$ cat config.mk
export PLATFORM = sky130hd
export DESIGN_NAME = gray_convert
export DESIGN_NICKNAME = d
export VERILOG_FILES = /design/src/rtl/gray_convert_pkg.sv /design/src/rtl/gray_convert_luma.sv /design/src/rtl/gray_convert.sv
export SDC_FILE = /design/constraint.sdc
export NUM_CORES = 1
export LEC_CHECK = 0
export ABC_AREA = 1
export CAP_MARGIN = 25
export CORE_MARGIN = 2
export CORE_UTILIZATION = 30
export DETAILED_ROUTE_END_ITERATION = 6
export PLACE_DENSITY = 0.43
export SETUP_SLACK_MARGIN = 0.02
export SYNTH_ARGS = -nofsm -noshare
export SYNTH_HDL_FRONTEND = slang
export SYNTH_SLANG_ARGS = --single-unit
$ cat constraint.sdc
create_clock -name clk -period 8.3 [get_ports clk]
set_input_delay 1.245 -clock clk [delete_from_list [all_inputs] [get_ports clk]]
set_output_delay 1.245 -clock clk [all_outputs]
set_load 0.03 [all_outputs]
$ cat src/rtl/gray_convert_pkg.sv
// +------------------------------------------------------------------+
// | Module   : gray_convert_pkg                                       |
// | Brief    : Shared constants, luma weights and FSM state encoding  |
// |            for the BMP grayscale conversion stage.                |
// | Revision : 1.0                                                    |
// +------------------------------------------------------------------+
`default_nettype none

package gray_convert_pkg;

  // Image geometry and RAM bus widths
  localparam int BMP_HEADER_SIZE = 54;
  localparam int BMP_TOTAL_SIZE  = 68;
  localparam int ADDR_WIDTH      = 16;
  localparam int BYTE_WIDTH      = 8;

  // Luma weights in 1/256 units; they must add up to exactly 256
  localparam int W_R = 77;
  localparam int W_G = 150;
  localparam int W_B = 29;

  // Fixed-point scaling applied after the weighted sum
  localparam int LUMA_SHIFT = 8;
  localparam int ROUND_BIAS = 128;

  // Conversion FSM states
  typedef enum logic [3:0] {
    ST_IDLE = 4'd0,
    ST_RD_B = 4'd1,
    ST_RD_G = 4'd2,
    ST_RD_R = 4'd3,
    ST_CALC = 4'd4,
    ST_WR_B = 4'd5,
    ST_WR_G = 4'd6,
    ST_WR_R = 4'd7,
    ST_DONE = 4'd8
  } gray_state_t;

  // Number of complete B,G,R triplets between the header and the end of file
  function automatic int pixel_count(input int total_size, input int header_size);
    if (total_size - header_size < 3) begin
      return 0;
    end
    return (total_size - header_size) / 3;
  endfunction

endpackage

`default_nettype wire

$ cat src/rtl/gray_convert_luma.sv
// +------------------------------------------------------------------+
// | Module   : gray_convert_luma                                      |
// | Brief    : Combinational B,G,R -> Y luma calculator.              |
// |            Config macro GRAY_ROUND_EN: defined -> round half up,  |
// |            undefined -> truncate.                                 |
// | Revision : 1.0                                                    |
// +------------------------------------------------------------------+
`default_nettype none

module gray_convert_luma
  import gray_convert_pkg::*;
#(
  parameter int DATA_W = BYTE_WIDTH
) (
  input  logic [DATA_W-1:0] b,
  input  logic [DATA_W-1:0] g,
  input  logic [DATA_W-1:0] r,
  output logic [DATA_W-1:0] y
);

  // One spare bit above weight*max so the rounding bias can never wrap
  localparam int SUM_W = DATA_W + LUMA_SHIFT + 1;

  logic [SUM_W-1:0] sum;

  // Weighted sum, optional rounding bias, then drop the fractional byte
  always_comb begin
    sum = SUM_W'(W_R) * SUM_W'(r)
        + SUM_W'(W_G) * SUM_W'(g)
        + SUM_W'(W_B) * SUM_W'(b);
`ifdef GRAY_ROUND_EN
    sum = sum + SUM_W'(ROUND_BIAS);
`else
    sum = sum + SUM_W'(0);
`endif
    y = DATA_W'(sum >> LUMA_SHIFT);
  end

endmodule

`default_nettype wire

$ cat src/rtl/gray_convert.sv
// +------------------------------------------------------------------+
// | Module   : gray_convert                                           |
// | Brief    : Walks 24-bit BMP pixel data in the shared byte RAM,    |
// |            reads each B,G,R triplet and writes its luma back to   |
// |            all three bytes. Raises gray_done when finished.       |
// |            Config macro GRAY_ROUND_EN selects rounded luma (see   |
// |            gray_convert_luma); timing is identical either way.    |
// | Revision : 1.0                                                    |
// +------------------------------------------------------------------+
`default_nettype none

module gray_convert
  import gray_convert_pkg::*;
#(
  parameter int HEADER_SIZE = BMP_HEADER_SIZE,
  parameter int TOTAL_SIZE  = BMP_TOTAL_SIZE,
  parameter int ADDR_W      = ADDR_WIDTH,
  parameter int DATA_W      = BYTE_WIDTH
) (
  input  logic              clk,
  input  logic              rst,
  input  logic              in_valid,
  input  logic [DATA_W-1:0] RAM_Q,
  output logic              RAM_ren,
  output logic              RAM_wen,
  output logic [DATA_W-1:0] RAM_D,
  output logic [ADDR_W-1:0] RAM_addr,
  output logic              gray_done
);

  // Trailing bytes that do not form a full triplet are never visited, so the
  // walk ends on the last complete pixel rather than on the file end.
  localparam int PIXELS     = pixel_count(TOTAL_SIZE, HEADER_SIZE);
  localparam bit HAS_PIXELS = (PIXELS > 0);

  localparam logic [ADDR_W-1:0] FIRST_BASE = ADDR_W'(HEADER_SIZE);
  localparam logic [ADDR_W-1:0] LAST_BASE  =
    HAS_PIXELS ? ADDR_W'(HEADER_SIZE + 3 * (PIXELS - 1)) : FIRST_BASE;

  localparam logic [ADDR_W-1:0] OFS_G    = ADDR_W'(1);
  localparam logic [ADDR_W-1:0] OFS_R    = ADDR_W'(2);
  localparam logic [ADDR_W-1:0] PIX_STEP = ADDR_W'(3);

  gray_state_t       state;
  logic [ADDR_W-1:0] base;
  logic [DATA_W-1:0] b_q;
  logic [DATA_W-1:0] g_q;
  logic [DATA_W-1:0] r_q;
  logic [DATA_W-1:0] r_sel;
  logic [DATA_W-1:0] luma_y;

  // Red arrives on RAM_Q during CALC; feed it straight in so Y is ready to
  // register on the CALC -> WR_B edge, and use the captured copy otherwise.
  always_comb begin
    r_sel = r_q;
    if (state == ST_CALC) begin
      r_sel = RAM_Q;
    end
  end

  gray_convert_luma #(
    .DATA_W (DATA_W)
  ) u_luma (
    .b (b_q),
    .g (g_q),
    .r (r_sel),
    .y (luma_y)
  );

  // Conversion FSM: bus outputs are registered together with the next state,
  // so each state presents its own strobe/address from the first cycle.
  always_ff @(posedge clk or posedge rst) begin
    if (rst) begin
      state     <= ST_IDLE;
      base      <= FIRST_BASE;
      RAM_ren   <= 1'b0;
      RAM_wen   <= 1'b0;
      RAM_D     <= '0;
      RAM_addr  <= '0;
      gray_done <= 1'b0;
      b_q       <= '0;
      g_q       <= '0;
      r_q       <= '0;
    end else begin
      // Strobes are single-state pulses; only the states below raise them
      RAM_ren <= 1'b0;
      RAM_wen <= 1'b0;

      case (state)
        ST_IDLE: begin
          if (in_valid) begin
            if (HAS_PIXELS) begin
              state    <= ST_RD_B;
              RAM_ren  <= 1'b1;
              RAM_addr <= base;
            end else begin
              // Nothing to convert: finish without touching the RAM
              state     <= ST_DONE;
              gray_done <= 1'b1;
              RAM_addr  <= '0;
            end
          end
        end

        ST_RD_B: begin
          state    <= ST_RD_G;
          RAM_ren  <= 1'b1;
          RAM_addr <= base + OFS_G;
        end

        ST_RD_G: begin
          b_q      <= RAM_Q;
          state    <= ST_RD_R;
          RAM_ren  <= 1'b1;
          RAM_addr <= base + OFS_R;
        end

        ST_RD_R: begin
          g_q   <= RAM_Q;
          state <= ST_CALC;
        end

        ST_CALC: begin
          // Y is computed once here and held in RAM_D for all three writes
          r_q      <= RAM_Q;
          RAM_D    <= luma_y;
          state    <= ST_WR_B;
          RAM_wen  <= 1'b1;
          RAM_addr <= base;
        end

        ST_WR_B: begin
          state    <= ST_WR_G;
          RAM_wen  <= 1'b1;
          RAM_addr <= base + OFS_G;
        end

        ST_WR_G: begin
          state    <= ST_WR_R;
          RAM_wen  <= 1'b1;
          RAM_addr <= base + OFS_R;
        end

        ST_WR_R: begin
          if (base == LAST_BASE) begin
            state     <= ST_DONE;
            gray_done <= 1'b1;
            RAM_addr  <= '0;
          end else begin
            base     <= base + PIX_STEP;
            state    <= ST_RD_B;
            RAM_ren  <= 1'b1;
            RAM_addr <= base + PIX_STEP;
          end
        end

        ST_DONE: begin
          // Bus released to the next stage until the request is withdrawn
          RAM_addr <= '0;
          if (!in_valid) begin
            state     <= ST_IDLE;
            gray_done <= 1'b0;
            base      <= FIRST_BASE;
          end
        end

        default: begin
          state <= ST_IDLE;
        end
      endcase
    end
  end

endmodule

`default_nettype wire

* Yosys cells after proc, flatten, opt, wreduce, memory -nomap -nowiden
Cells that the tools add are included.
Operators by class: add/subtract/negate cells 5, reduce and logical (&&, ||, !) cells 11, multiplexer cells 18, $mul 3, equality and inequality tests 13
Operator list (count):
- $pmux 16 s6 | 1
- $mux 16 | 4
- $pmux 4 s9 | 1
- $add 16x2->16 const B | 2
- $pmux 16 s2 | 1
- $mul 7x8->15 const A | 2
- $add 15x16->16 | 1
- $add 16x1->16 const B | 1
- $add 16x13->16 | 1
- $eq 16x6->1 const B | 1
- $eq 4x3->1 const B | 4
- $mul 5x8->13 const A | 1
- $mux 4 | 3
- $eq 4x2->1 const B | 2
- $mux 8 | 1
- $ne 2x2->1 const B | 4
- $reduce_and 3->1 | 2
- $reduce_bool 6->1 | 1
- $reduce_or 2->1 | 3
- $mux 1 | 5
- $eq 4x1->1 const B | 1
- $eq 4x4->1 const B | 1
- $logic_not 4->1 | 1
- $reduce_and 2->1 | 2
- 4 further kinds | 4
Word-level totals: word-level logic and storage cells 60, input bits 11, flip-flop bits (word level) 71, output and inout port bits 27

* Depth between registers and ports, before layout
word-level depth 5, depth in mapped cells 28, mapped depth without buffers 28

* Hierarchy
From an unflattened synthesis, not the netlist that was laid out.
Second synthesis, totals: cell total of the unflattened synthesis 959, area, all modules 7428.4 um^2
Modules (own cells, without submodules):
- gray_convert | sequential area each 1781.7 um^2, area each 4025.1 um^2, instances 1, cells an instance 536
- gray_convert_luma | sequential area each 0.0 um^2, area each 3403.3 um^2, instances 1, cells an instance 423

* Least setup slack after synthesis
Ideal clock, no wire load.
kind reg2reg, from register g_q[4], to register RAM_D[7], arrival 5.646 ns, library setup time 0.118 ns, buffers on the path 0, stages on the path, launching flop included 25, slack 2.536 ns, period minus slack after synthesis 5.764 ns, required time 8.182 ns, path through dfrtp_1 > ha_1 > ha_1 > inv_1 > fa_1 > fa_1 > inv_1 > ha_1 > xor2_1 > fa_1 > inv_1 > fa_1 > fa_1 > fa_1 > inv_1 > ha_1 > nand2_1 > nor2_1 > inv_1 > nor4_1 > nand2_1 > nand2_1 > nand2_1 > nand3_1 > nand2_1
Between the ends: cells in the longest elaborated chain, start to end 3
Ends and longest elaborated chain:
- start, declared | RTL line gray_convert.sv:47 | logic [DATA_W-1:0] g_q;
- start signal, assigned | RTL line gray_convert.sv:82 | g_q <= '0;
- start signal, assigned | RTL line gray_convert.sv:119 | g_q <= RAM_Q;
- $mul 7x8->15 | RTL line gray_convert_luma.sv:29 | + SUM_W'(W_G) * SUM_W'(g)
- $add 15x16->16 | RTL line gray_convert_luma.sv:29
- $add 16x13->16 | RTL line gray_convert_luma.sv:30 | + SUM_W'(W_B) * SUM_W'(b);
- end signal, assigned | RTL line gray_convert.sv:126 | RAM_D <= luma_y;
- end, declared | RTL line gray_convert.sv:26 | output logic [DATA_W-1:0] RAM_D,
No other way between the ends. A chain may end at the register's enable or synchronous reset.

* Final worst setup path
Ends and elaborated chain as after synthesis.

==> results by group <==
Global route
  – Largest net degree at the start of global routing: 52
  – GRT overflow: 0
  – Global-route wire length before repair: roughly 32000 um
  – Total global-route track usage: 16.6%
  – Initial antenna violation count: 0
  – Vias in the first global route: roughly 5900

Yosys
  – Simple-Gate Fraction of Synth Area: between 20% and 30%
  – Mux contribution to synthesized area: 0%
  – Synth area leaders: dfrtp_1, fa_1, ha_1, inv_1, nand2_1
  – Synth Area in XOR/XNOR: 2.08%
  – Syn nets: about 1100
  – Synth unique cells: 44
  – Leading area contributor after synthesis: dfrtp_1
  – Synthesized cell area: around 7200 um^2
  – Sequential share of the synthesized area: 24.8%
  – Largest family of logic cells by synthesized area: adder cells
  – Post-synthesis compound-gate area fraction: under 10%
  – Synth Warn #: 0
  – Yosys reg bits: 71
  – Cells after Synth: 919
  – Post-synth EDFFs: 0
  – Post-Synth Adder-Cell Area: a little under a third
  – Async S/R FF share, synth: between 90% and 100%
  – Post-synth top flop: dfrtp_1
  – Mapped Avg Cell Area: 7.81 um^2
  – Top-area cell type share of the netlist area: 23.4%

Die
  – Full die area: 25200 um^2
  – Die width: roughly 160 um
  – Placement Rows: 56
  – Die Y-Extent: around 160 um
  – Core area: 23500 um^2
  – Ports: 38
  – Initial core utilization: around 31%

Clock network
  – Post-CTS resize count: 0
  – # clock sinks: approximately 70
  – CTS Root Cell: clkbuf_16
  – Skew-Pair Late Insertion Delay: roughly 350 ps
  – CTS tree: built
  – # H-tree levels: 3
  – Clock transition at the registers of the reported paths: approximately 70 ps
  – CTS Buf Count: 9
  – Post-CTS setup buffers: 0
  – Clock Tree Buf Depth: 2
  – # hold bufs at CTS: 0

Finish
  – Most frequent cells in the layout: inv_1, nand2_1, ha_1
  – Fillcell total: approximately 2500
  – Area Growth Syn to Fin: 14.7%
  – Most common cell after layout, fill and taps aside: inv_1
  – Antenna cell count: 0
  – Post-layout util: between 30% and 40%
  – Finished Cell Area: 8230 um^2
  – Share of layout cells above drive strength 1: around 5.7%
  – Net count, final: roughly 1100

Hold path
  – HP Start: RAM_addr[8]$_DFFE_PP0P_
  – Hold depth: 2
  – Hold Crit Endpoint: RAM_addr[8]$_DFFE_PP0P_
  – Hold Crit Class: reg2reg

STA
  – Final TNS setup: 0 ps
  – Tcrit/Tclk final: 75.1%
  – Final setup fails: 0
  – Final Max Tran Viols: 0
  – FMAX: 160 MHz
  – Crit path time final: 6230 ps
  – Slew @ Worst Pin: approximately 980 ps
  – Worst Clk Skew: 10.2 ps
  – RSZ-0062 raised after global routing: no
  – Relative slew slack: between 30% and 40%
  – Fin. Hold Viols: 0

Run
  – Max Cap Viol: 0

Place
  – Port-buffer cells: 37
  – Post-DP HPWL: around 15000 um
  – Final Wtd Congestion: 0.843
  – Dpl cell area: just under 8000 um^2

Setup path
  – Worst setup SP type: flip-flop
  – Worst reg2reg path endpoint: RAM_D[7]$_DFFE_PP0P_
  – Critical path type: reg2reg
  – CP max stage delay: between 500 and 600 ps
  – R2R Setup Slk: between 2000 and 2500 ps
  – CP Capture Type: flip-flop
  – Crit path max fanout: 5
  – R2R Path Start: g_q[4]$_DFFE_PP0P_
  – CP required: between 8000 and 9000 ps
  – Critical Path AT: approximately 6500 ps
  – Most used cell, CP: nand2_1
  – Crit-path slowest cell: fa_1
  – R2R depth: 27

Routing
  – DRT iter0 DRCs: 216
  – Drt drc: 0
  – Vias post-DR: roughly 5800
  – Via/cell ratio: between 4 and 5
  – TritonRoute pass-1 iters: 7
  – WL per Instance: roughly 15 um
  – Routed wire length: roughly 19000 um
  – Post-route ant nets: 0

Run status
  – Status: completed
## synthesized netlist by cell type (3+ instances only)
| master | number |
|---|---|
| a21oi_1 | 33 |
| a31oi_1 | 7 |
| buf_2 | 4 |
| clkbuf_1 | 3 |
| dfrtp_1 | 67 |
| dfstp_2 | 4 |
| fa_1 | 55 |
| ha_1 | 88 |
| inv_1 | 186 |
| inv_2 | 7 |
| nand2_1 | 182 |
| nand2_2 | 5 |
| nand3_1 | 65 |
| nand3_2 | 3 |
| nand4_1 | 7 |
| nor2_1 | 72 |
| nor2_2 | 7 |
| nor3_1 | 5 |
| o2111ai_1 | 3 |
| o21ai_0 | 50 |
| o21ai_1 | 17 |
| o21bai_1 | 3 |
| xnor2_1 | 6 |
| xor2_1 | 11 |
## worst max-delay path by stage
| stage | start | to | slack (ps) |
|---|---|---|---|
| 2_1_floorplan | g_q[4]$_DFFE_PP0P_ | RAM_D[7]$_DFFE_PP0P_ | 2540 |
| 4_1_cts | g_q[3]$_DFFE_PP0P_ | RAM_D[5]$_DFFE_PP0P_ | 2070 |
| 5_1_grt | g_q[5]$_DFFE_PP0P_ | RAM_D[7]$_DFFE_PP0P_ | 1500 |
| 3_3_place_gp | RAM_Q[4] | RAM_D[5]$_DFFE_PP0P_ | 2030 |
| 6_report | g_q[4]$_DFFE_PP0P_ | RAM_D[7]$_DFFE_PP0P_ | 2070 |
| 3_5_place_dp | RAM_Q[4] | RAM_D[7]$_DFFE_PP0P_ | 2070 |
## sequential cells by signal, summed over array words and instances (netlist names)
signal     count
RAM_wen        1
base          16
g_q            8
b_q            8
RAM_addr      16
state          4
RAM_D          8
gray_done      1
r_q            8
RAM_ren        1
## area by class of cell
cell class              instances  area, um^2  area share (%)
flip-flops and latches         71        1780            21.7
well taps                     319         399            4.85
inverters                     196         739            8.99
clock buffers                  12         236            2.87
repair buffers                 41         420            5.11
multi-input cells             643        4600            55.9
clock inverters                 4        48.8           0.593
## routing by layer
layer | vias to the layer above | global-route usage, % | wire [um]
met5 | - | 0 | 0
met4 | 0 | 3.73 | 224
met3 | 19 | 2.50 | 507
met2 | 65 | 23.4 | 7670
met1 | 2710 | 26.2 | 10700
li1 | 3001 | - | -
## metrics by stage
stage,instances,worst slack [ps],hold slack [ps]
6_report,1286,2070,477
5_1_grt,1286,1500,498
4_1_cts,1286,2070,483
3_5_place_dp,1270,2070,465
3_3_place_gp,1269,2030,465
2_1_floorplan,919,2540,481
## cells by family (layout without fill, tap and decap cells)
family / Yosys count / after routing
AND/OR/NAND/NOR: 356 / 356
buffers and inverters: 205 / 253
adder cells (fa/ha/maj): 143 / 143
flip-flops: 71 / 71
AO/OA/AOI/OAI: 127 / 127
XOR/XNOR: 17 / 17
## critical path, delay by kind of cell (launching register included)
family	cells	cell delay, ps
flops	1	450
xor+xnor	1	190
buf+inv	5	280
compound gates	1	180
simple gates	10	930
fa+ha+maj	10	4070
Power is not shown: default switching activity piles up to over one toggle a cycle in this logic, so the estimate is an artifact.
